**src/rtl/lfp_pkg.sv**
```systemverilog
// Shared constants for the log-domain FP multiplier: log/antilog correction bit tables and width helpers.
// Tables are indexed by mantissa width; bit m of each entry is the correction for mantissa value m.
package lfp_pkg;

  localparam int MAN_W_MIN = 2;
  localparam int MAN_W_MAX = 4;

  localparam logic [15:0] VLOG_TAB [MAN_W_MIN:MAN_W_MAX] = '{16'h0000, 16'h003C, 16'h7FFC};
  localparam logic [15:0] VEXP_TAB [MAN_W_MIN:MAN_W_MAX] = '{16'h0000, 16'h0078, 16'h7FFC};

  function automatic int lfp_op_w(input int exp_w, input int man_w);
    return 1 + exp_w + man_w;
  endfunction

  function automatic int lfp_res_w(input int exp_w, input int man_w);
    return 2 + exp_w + man_w;
  endfunction

endpackage

```
**src/rtl/lfp_lane_core.sv**
```systemverilog
// One multiplier lane, purely combinational: stage-1 log-domain add and stage-2 antilog correction.
// No latency or backpressure of its own; the parent owns the registers between the two halves.
module lfp_lane_core
  import lfp_pkg::*;
#(
  parameter int  EXP_W = 4,
  parameter int  MAN_W = 3,
  localparam int OW    = lfp_op_w(EXP_W, MAN_W),
  localparam int RW    = lfp_res_w(EXP_W, MAN_W),
  localparam int YW    = EXP_W + MAN_W + 1
) (
  input  logic [OW-1:0] i_a,
  input  logic [OW-1:0] i_b,
  output logic          o_sy,
  output logic          o_za,
  output logic [YW-1:0] o_ya,
  input  logic          i_s1_sy,
  input  logic          i_s1_za,
  input  logic [YW-1:0] i_s1_ya,
  output logic [RW-1:0] o_y
);

  localparam int N = 1 << MAN_W;
  localparam logic [N-1:0] LOG_V = VLOG_TAB[MAN_W][N-1:0];
  localparam logic [N-1:0] EXP_V = VEXP_TAB[MAN_W][N-1:0];

  logic             w_vlog_a;
  logic             w_vlog_b;
  logic             w_vexp;
  logic [MAN_W-1:0] w_man;

  assign w_vlog_a = LOG_V[i_a[MAN_W-1:0]];
  assign w_vlog_b = LOG_V[i_b[MAN_W-1:0]];

  assign o_sy = i_a[OW-1] ^ i_b[OW-1];
  assign o_za = (i_a[OW-2:MAN_W] == '0) | (i_b[OW-2:MAN_W] == '0);
  // Packed {exp,man} add lets the mantissa carry ripple straight into the exponent.
  assign o_ya = {1'b0, i_a[OW-2:0]} + {1'b0, i_b[OW-2:0]} + YW'(w_vlog_a) + YW'(w_vlog_b);

  assign w_vexp = EXP_V[i_s1_ya[MAN_W-1:0]];
  assign w_man  = i_s1_ya[MAN_W-1:0] - MAN_W'(w_vexp);
  assign o_y    = i_s1_za ? '0 : {i_s1_sy, i_s1_ya[YW-1:MAN_W], w_man};

endmodule

```
**src/rtl/lfp_mult_pipe.sv**
```systemverilog
// Multi-lane LFP multiplier, two register stages, 2-cycle latency at 1 beat/cycle.
// Valid/ready: in_ready is combinational from out_ready; stalled stages hold data and valid.
module lfp_mult_pipe
  import lfp_pkg::*;
#(
  parameter int  EXP_W = 4,
  parameter int  MAN_W = 3,
  parameter int  LANES = 4,
  parameter int  TAG_W = 4,
  localparam int OW    = lfp_op_w(EXP_W, MAN_W),
  localparam int RW    = lfp_res_w(EXP_W, MAN_W)
) (
  input  logic                clk,
  input  logic                rst,
  input  logic                in_valid,
  output logic                in_ready,
  input  logic [LANES*OW-1:0] in_a,
  input  logic [LANES*OW-1:0] in_b,
  input  logic [TAG_W-1:0]    in_tag,
  output logic                out_valid,
  input  logic                out_ready,
  output logic [LANES*RW-1:0] out_y,
  output logic [TAG_W-1:0]    out_tag
);

  localparam int YW = EXP_W + MAN_W + 1;

  if (MAN_W < MAN_W_MIN || MAN_W > MAN_W_MAX) begin : g_bad_man_w
    $error("lfp_mult_pipe: MAN_W must be in 2..4");
  end

  logic                r_s1_vld;
  logic [TAG_W-1:0]    r_s1_tag;
  logic [LANES-1:0]    r_s1_sy;
  logic [LANES-1:0]    r_s1_za;
  logic [LANES*YW-1:0] r_s1_ya;
  logic                r_s2_vld;
  logic [TAG_W-1:0]    r_s2_tag;
  logic [LANES*RW-1:0] r_s2_y;

  logic                w_s1_en;
  logic                w_s2_en;
  logic [LANES-1:0]    w_sy;
  logic [LANES-1:0]    w_za;
  logic [LANES*YW-1:0] w_ya;
  logic [LANES*RW-1:0] w_y;

  assign w_s2_en = ~r_s2_vld | out_ready;
  assign w_s1_en = ~r_s1_vld | w_s2_en;

  for (genvar k = 0; k < LANES; k++) begin : g_lane
    lfp_lane_core #(
      .EXP_W (EXP_W),
      .MAN_W (MAN_W)
    ) u_core (
      .i_a     (in_a[k*OW +: OW]),
      .i_b     (in_b[k*OW +: OW]),
      .o_sy    (w_sy[k]),
      .o_za    (w_za[k]),
      .o_ya    (w_ya[k*YW +: YW]),
      .i_s1_sy (r_s1_sy[k]),
      .i_s1_za (r_s1_za[k]),
      .i_s1_ya (r_s1_ya[k*YW +: YW]),
      .o_y     (w_y[k*RW +: RW])
    );
  end

  always_ff @(posedge clk) begin
    if (rst) begin
      r_s1_vld <= 1'b0;
      r_s1_tag <= '0;
      r_s1_sy  <= '0;
      r_s1_za  <= '0;
      r_s1_ya  <= '0;
      r_s2_vld <= 1'b0;
      r_s2_tag <= '0;
      r_s2_y   <= '0;
    end else begin
      if (w_s1_en) begin
        r_s1_vld <= in_valid;
        r_s1_tag <= in_tag;
        r_s1_sy  <= w_sy;
        r_s1_za  <= w_za;
        r_s1_ya  <= w_ya;
      end
      if (w_s2_en) begin
        r_s2_vld <= r_s1_vld;
        r_s2_tag <= r_s1_tag;
        r_s2_y   <= w_y;
      end
    end
  end

  assign in_ready  = w_s1_en;
  assign out_valid = r_s2_vld;
  assign out_y     = r_s2_y;
  assign out_tag   = r_s2_tag;

endmodule

```
**config.mk**
```make
export PLATFORM = sky130hd
export DESIGN_NAME = lfp_mult_pipe
export DESIGN_NICKNAME = d
export VERILOG_FILES = /design/src/rtl/lfp_pkg.sv /design/src/rtl/lfp_lane_core.sv /design/src/rtl/lfp_mult_pipe.sv
export SDC_FILE = /design/constraint.sdc
export NUM_CORES = 1
export LEC_CHECK = 0
export CAP_MARGIN = 30
export CORE_ASPECT_RATIO = 0.9
export CORE_UTILIZATION = 55
export CTS_BUF_LIST = sky130_fd_sc_hd__clkbuf_8 sky130_fd_sc_hd__clkbuf_16
export DETAILED_ROUTE_END_ITERATION = 12
export PLACE_DENSITY = 0.86
export SLEW_MARGIN = 20
export SYNTH_ARGS = -nofsm -noshare
export SYNTH_HDL_FRONTEND = slang
export SYNTH_SLANG_ARGS = --single-unit
```
**constraint.sdc**
```tcl
create_clock -name clk -period 6.6 [get_ports clk]
set_input_delay 0.66 -clock clk [delete_from_list [all_inputs] [get_ports clk]]
set_output_delay 0.66 -clock clk [all_outputs]
set_load 0.01 [all_outputs]
```
# After elaboration in Yosys (flattened, before gate mapping)
# Memory sizes are Yosys's and may differ from the RTL's. A register that Yosys moved wholly into a read port is not among the register bits.
# Cells that the tools add are included.
# totals
register_bits	86
mem_bits_ro	96
output_inout_bits	42
mem_count	12
# memory_table
name	depth	width	rd	rd_ports_with_merged_regs	wr	line	rtl
(no name shown)	8	1	1	1	0	lfp_lane_core.sv:40	assign w_vexp = EXP_V[i_s1_ya[MAN_W-1:0]];
(no name shown)	8	1	1	0	0	lfp_lane_core.sv:32	assign w_vlog_a = LOG_V[i_a[MAN_W-1:0]];
(no name shown)	8	1	1	0	0	lfp_lane_core.sv:33	assign w_vlog_b = LOG_V[i_b[MAN_W-1:0]];
(no name shown)	8	1	1	1	0	lfp_lane_core.sv:40	
(no name shown)	8	1	1	0	0	lfp_lane_core.sv:32	
(no name shown)	8	1	1	0	0	lfp_lane_core.sv:33	
+6 memories	--	--	--	--	--	--	
# op_classes
add_sub_neg	16
order_cmp	12
n_mux	24
bitwise_logic	12
reduce_logical	8
# ops
operator	n
8-bit by 1-bit adder with 8-bit output	8
3-bit by 4-bit less-than comparator with 1-bit output (second input constant)	12
9-bit 2-to-1 mux	4
7-bit by 7-bit adder with 8-bit output	4
4-bit logical NOT	8
3-bit 2-to-1 mux	8
1-bit 2-to-1 mux	12
3-bit by 1-bit subtractor with 3-bit output	4
1-bit bitwise OR	6
1-bit XOR	4
1-bit NOT	2

# Logic depth before layout (Yosys ltp)
# logic_depth
depth_word	6
mapped_depth	9
mapped_depth_nobuf	9

# Hierarchy
# Synthesis repeated with hierarchy kept, for this count alone.
# unflattened
cells_unflattened	647
hier_area_um2	5476.5
# modules_own_cells
module	instances	cells_each	area_each_um2	seq_area_each_um2
lfp_mult_pipe	1	374	3280.6	1721.7
lfp_lane_core at g_lane[0].u_core ...	3	69	550.5	0.0
lfp_lane_core at g_lane[3].u_core	1	66	544.3	0.0

# Worst setup path before layout
# Ideal clock, no wire load.
# synth_timing
kind	input to register
from	input port in_a[1]
to	register r_s1_ya[6]
setup_time_ns	0.125
arrival_ns	2.634
required_ns	6.475
slack_ns	3.841
path_stages	8
path_buffers	0
path_cell_list	xor2_1 fa_1 ha_1 fa_1 a211o_1 a211oi_1 nor3_1 nand3b_1
# synth_between
elab_chain_len	4
word_cells_on_any_way	5
cone_classes	3 x add/sub; 1 x mux; 1 x memory
# synth_rtl
element	line	rtl
start: declaration	lfp_mult_pipe.sv:17	input logic [LANES*OW-1:0] in_a,
branches (longest 2 deep; another with 7-bit by 7-bit adder with 8-bit output)	--	
8-bit by 1-bit adder with 8-bit output * (2 in a row)	lfp_lane_core.sv:38	assign o_ya = {1'b0, i_a[OW-2:0]} + {1'b0, i_b[OW-2:0]} + YW'(w_vlog_a) + YW'(w_vlog_b);
end signal: assignment	lfp_mult_pipe.sv:84	r_s1_ya <= w_ya;
end: declaration	lfp_mult_pipe.sv:36	logic [LANES*YW-1:0] r_s1_ya;
# Mark *: on every way between the ends. The select of a mux whose other input is x is not followed.
# A chain may end at the register's enable or synchronous reset.

# Final worst setup path
# layout_timing
from	input port out_ready
to	output port in_ready
# layout_between
elab_chain_len	2
# layout_rtl
element	line	rtl
start: declaration	lfp_mult_pipe.sv:21	input logic out_ready,
1-bit bitwise OR	lfp_mult_pipe.sv:48	assign w_s2_en = ~r_s2_vld | out_ready;
1-bit bitwise OR	lfp_mult_pipe.sv:49	assign w_s1_en = ~r_s1_vld | w_s2_en;
end: declaration	lfp_mult_pipe.sv:16	output logic in_ready,
# Every way passes these cells.

==> run metrics <==
# fillers=a little over 700; TritonCTS buffer count=9; Post-Synthesis Cells=a little under 600; Yosys top cell area share=about a third; critical path required time=slightly below 6000 ps; leading area contributor after synthesis=dfxtp_1; Post-synth EDFFs=0; Ys Warns=0; Peak VDD IR=approximately 0.00014 V; post-CTS repair timing setup buffer count=0; asr flop ratio synth=0%; most frequent cells in the layout=112 x clkdlybuf4s50_1, 90 x dfxtp_1, 77 x nor2_1, 60 x ha_1, 51 x a21oi_1; critical path arrival=3030 ps; Final Critical Period=roughly 3700 ps; slew margin rel.=about two fifths; maximum clock rate=271 MHz; final setup TNS=0 ps; Die Width=approximately 110 microns; commonest non-fill, non-tap cell in the layout=clkdlybuf4s50_1; Final Core Density=between 70 and 80%; # rows=33; Routed WL per cell=15.0 microns; syn avg cell area=8.89 sq um; maximum level of the CTS H-tree=3; Worst Hold Class=reg -> reg; Initial Util=between 50% and 60%; Layout area overhead=25.2%; Hold Path Cell Cnt=2; Max Root-Sink Buffers=2; TritonCTS clock tree=done; PD cells=approximately 240 mW/mm^2; post-route cell area=approximately 0.0066 sq mm; fin cells=around 810; DR vias/cell=5.79; Final WS setup=~2900 ps; outcome=completed; DRT antenna net count=0; cts hold-fix bufs=0; DR vias=about 4700; max-slew violation count=0; hold slack=roughly 450 ps; TritonRoute pass-1 iters=4; Seq cells post-synth=90; Tcrit/Tclk final=a little under three fifths; count of different cell masters after synthesis=44; largest net degree at the start of global routing=78; ANT cells=0; layout cells sized above 1=under 10%; antenna violations before repair=0; post-place setup slack=2930 ps; final net count=824; # Max-Cap Violations=0; Worst-Skew Late Latency=around 360 ps; DIE AREA=about 0.01 sq mm; Top Ports=about 110; Setup crit start kind=input pin; total global routing track utilization=about a quarter; CP Capture Type=output pin; Fin. Hold Viols=0; # resized after CTS=0; Port Buffers=around 110; Iter 0 DRT Violations=between 150 and 200; sequential element share of the synthesized area=approximately 34%; Max FO, Critical Path=56; Tot Pwr=1.59 mW; top cells by area, synth=dfxtp_1 34%, ha_1 14%, nor2_1 5.5%, a21oi_1 4.9%, nor3b_1 3.9%; kind of critical path=in -> out; Leak=2.70 nW; Num Clock Sinks=90; worst-case reg-to-reg path depth=5; Placement Cell Area=about 0.0064 sq mm; Synth Net Count=approximately 730; core area=0.00921 sq mm; Die Y=between 90 and 100 microns; Worst-Margin Slew=about 900 ps; Setup Skew=~7.3 ps; Post-synth top flop=dfxtp_1; Cells after DPL=a little under 800; first-pass GRT wire length=20300 microns; HPWL Detailed=~9000 microns; final setup violation count=0; RSZ-0062 raised after global routing=false; GP Congestion=between 0.8 and 0.9; clock root buffer master=clkbuf_8; drc violations=0; Post-Synthesis Cell Area=0.00526 sq mm; total grt overflow=0; Post-Route WL=approximately 12000 microns; vias in the first global route=between 4000 and 5000; Reg clk slew, reported paths=~80 ps
[Yosys cell counts (2+ instances only)]
library cell	count
o211ai_1	12
inv_1	24
nor4_1	4
buf_4	2
fa_1	8
nor4b_1	3
nor3_2	4
nor2_1	77
o2111ai_1	2
nand2_1	21
ha_1	60
dfxtp_1	90
o41ai_1	4
o21a_1	3
xor2_1	9
a211o_1	16
buf_1	6
nand3b_1	5
clkbuf_1	8
nor3b_1	27
nand3_1	22
or2_2	4
xnor2_1	15
a21oi_1	51
buf_2	17
nor3_1	23
mux2i_1	12
a31oi_1	3
or3_1	9
o21ai_0	11
a211oi_2	3
a21o_1	8
a211oi_1	13
a2111o_1	3
o22ai_1	4
[per-layer routing]
metal  routed length [microns]  vias to the layer above  GRT usage [%]  part of all wire (%)
met5                         0                        -              0                     0
met4                       200                        0           7.86                   1.6
met3                       789                       23           5.04                   6.5
met2                      5950                      181           45.9                    49
met1                      5250                     2181           30.1                    43
li1                          -                     2307              -                     -
[worst max-delay path, stage by stage]
cell             delay (ps)
clkdlybuf4s50_1         490
and3b_2                 200
buf_4                   310
inv_2                   680
clkdlybuf4s50_1         680
[flip-flops by register name, indices dropped and copies added (netlist names)]
register              count
out_y                    36
out_tag                   4
r_s1_vld                  1
out_valid                 1
r_s1_za                   4
r_s1_sy                   4
r_s1_tag                  4
r_s1_ya                  32
g_lane.u_core.w_vexp      4
[power breakdown]
part	internal [mW]	total (mW)	switching, mW
Clock	0.185	0.386	0.201
Combinational	0.278	0.536	0.258
Sequential	0.625	0.670	0.0442
[cell families (layout without fill, tap and decap cells)]
logic type      Yosys count  after routing  synth area share (%)
mux                      12             12                  2.28
simple gates            203            203                  19.7
compound gates          135            135                  17.2
xor+xnor                 24             24                  4.00
buf+inv                  60            157                  5.28
fa+ha+maj                68             68                  17.3
flops                    90             90                  34.3
[path summary, 6_finish.rpt]
path                            slack, ps                               to                startpoint
worst min register to register        450         r_s1_ya[19]$_SDFFE_PP0N_  r_s1_ya[19]$_SDFFE_PP0N_
worst max register to register       4350  g_lane[2].u_core.w_vexp$_DFF_P_    out_valid$_SDFFE_PP0P_
worst max-delay path                 2910                         in_ready                 out_ready
worst min-delay path                  450         r_s1_ya[19]$_SDFFE_PP0N_  r_s1_ya[19]$_SDFFE_PP0N_
[layout make-up]
cell class                      instances  area, sq um  area share [%]
Sequential cell                        90         1800            27.4
Timing Repair Buffer                  116         1150            17.4
Inverter                               25         93.8            1.43
Tap cell                              122          153            2.32
Clock buffer                           10          138            2.09
Clock inverter                          6         66.3            1.01
Multi-Input combinational cell        442         3180            48.3
Power figures use the tool's default switching activity.
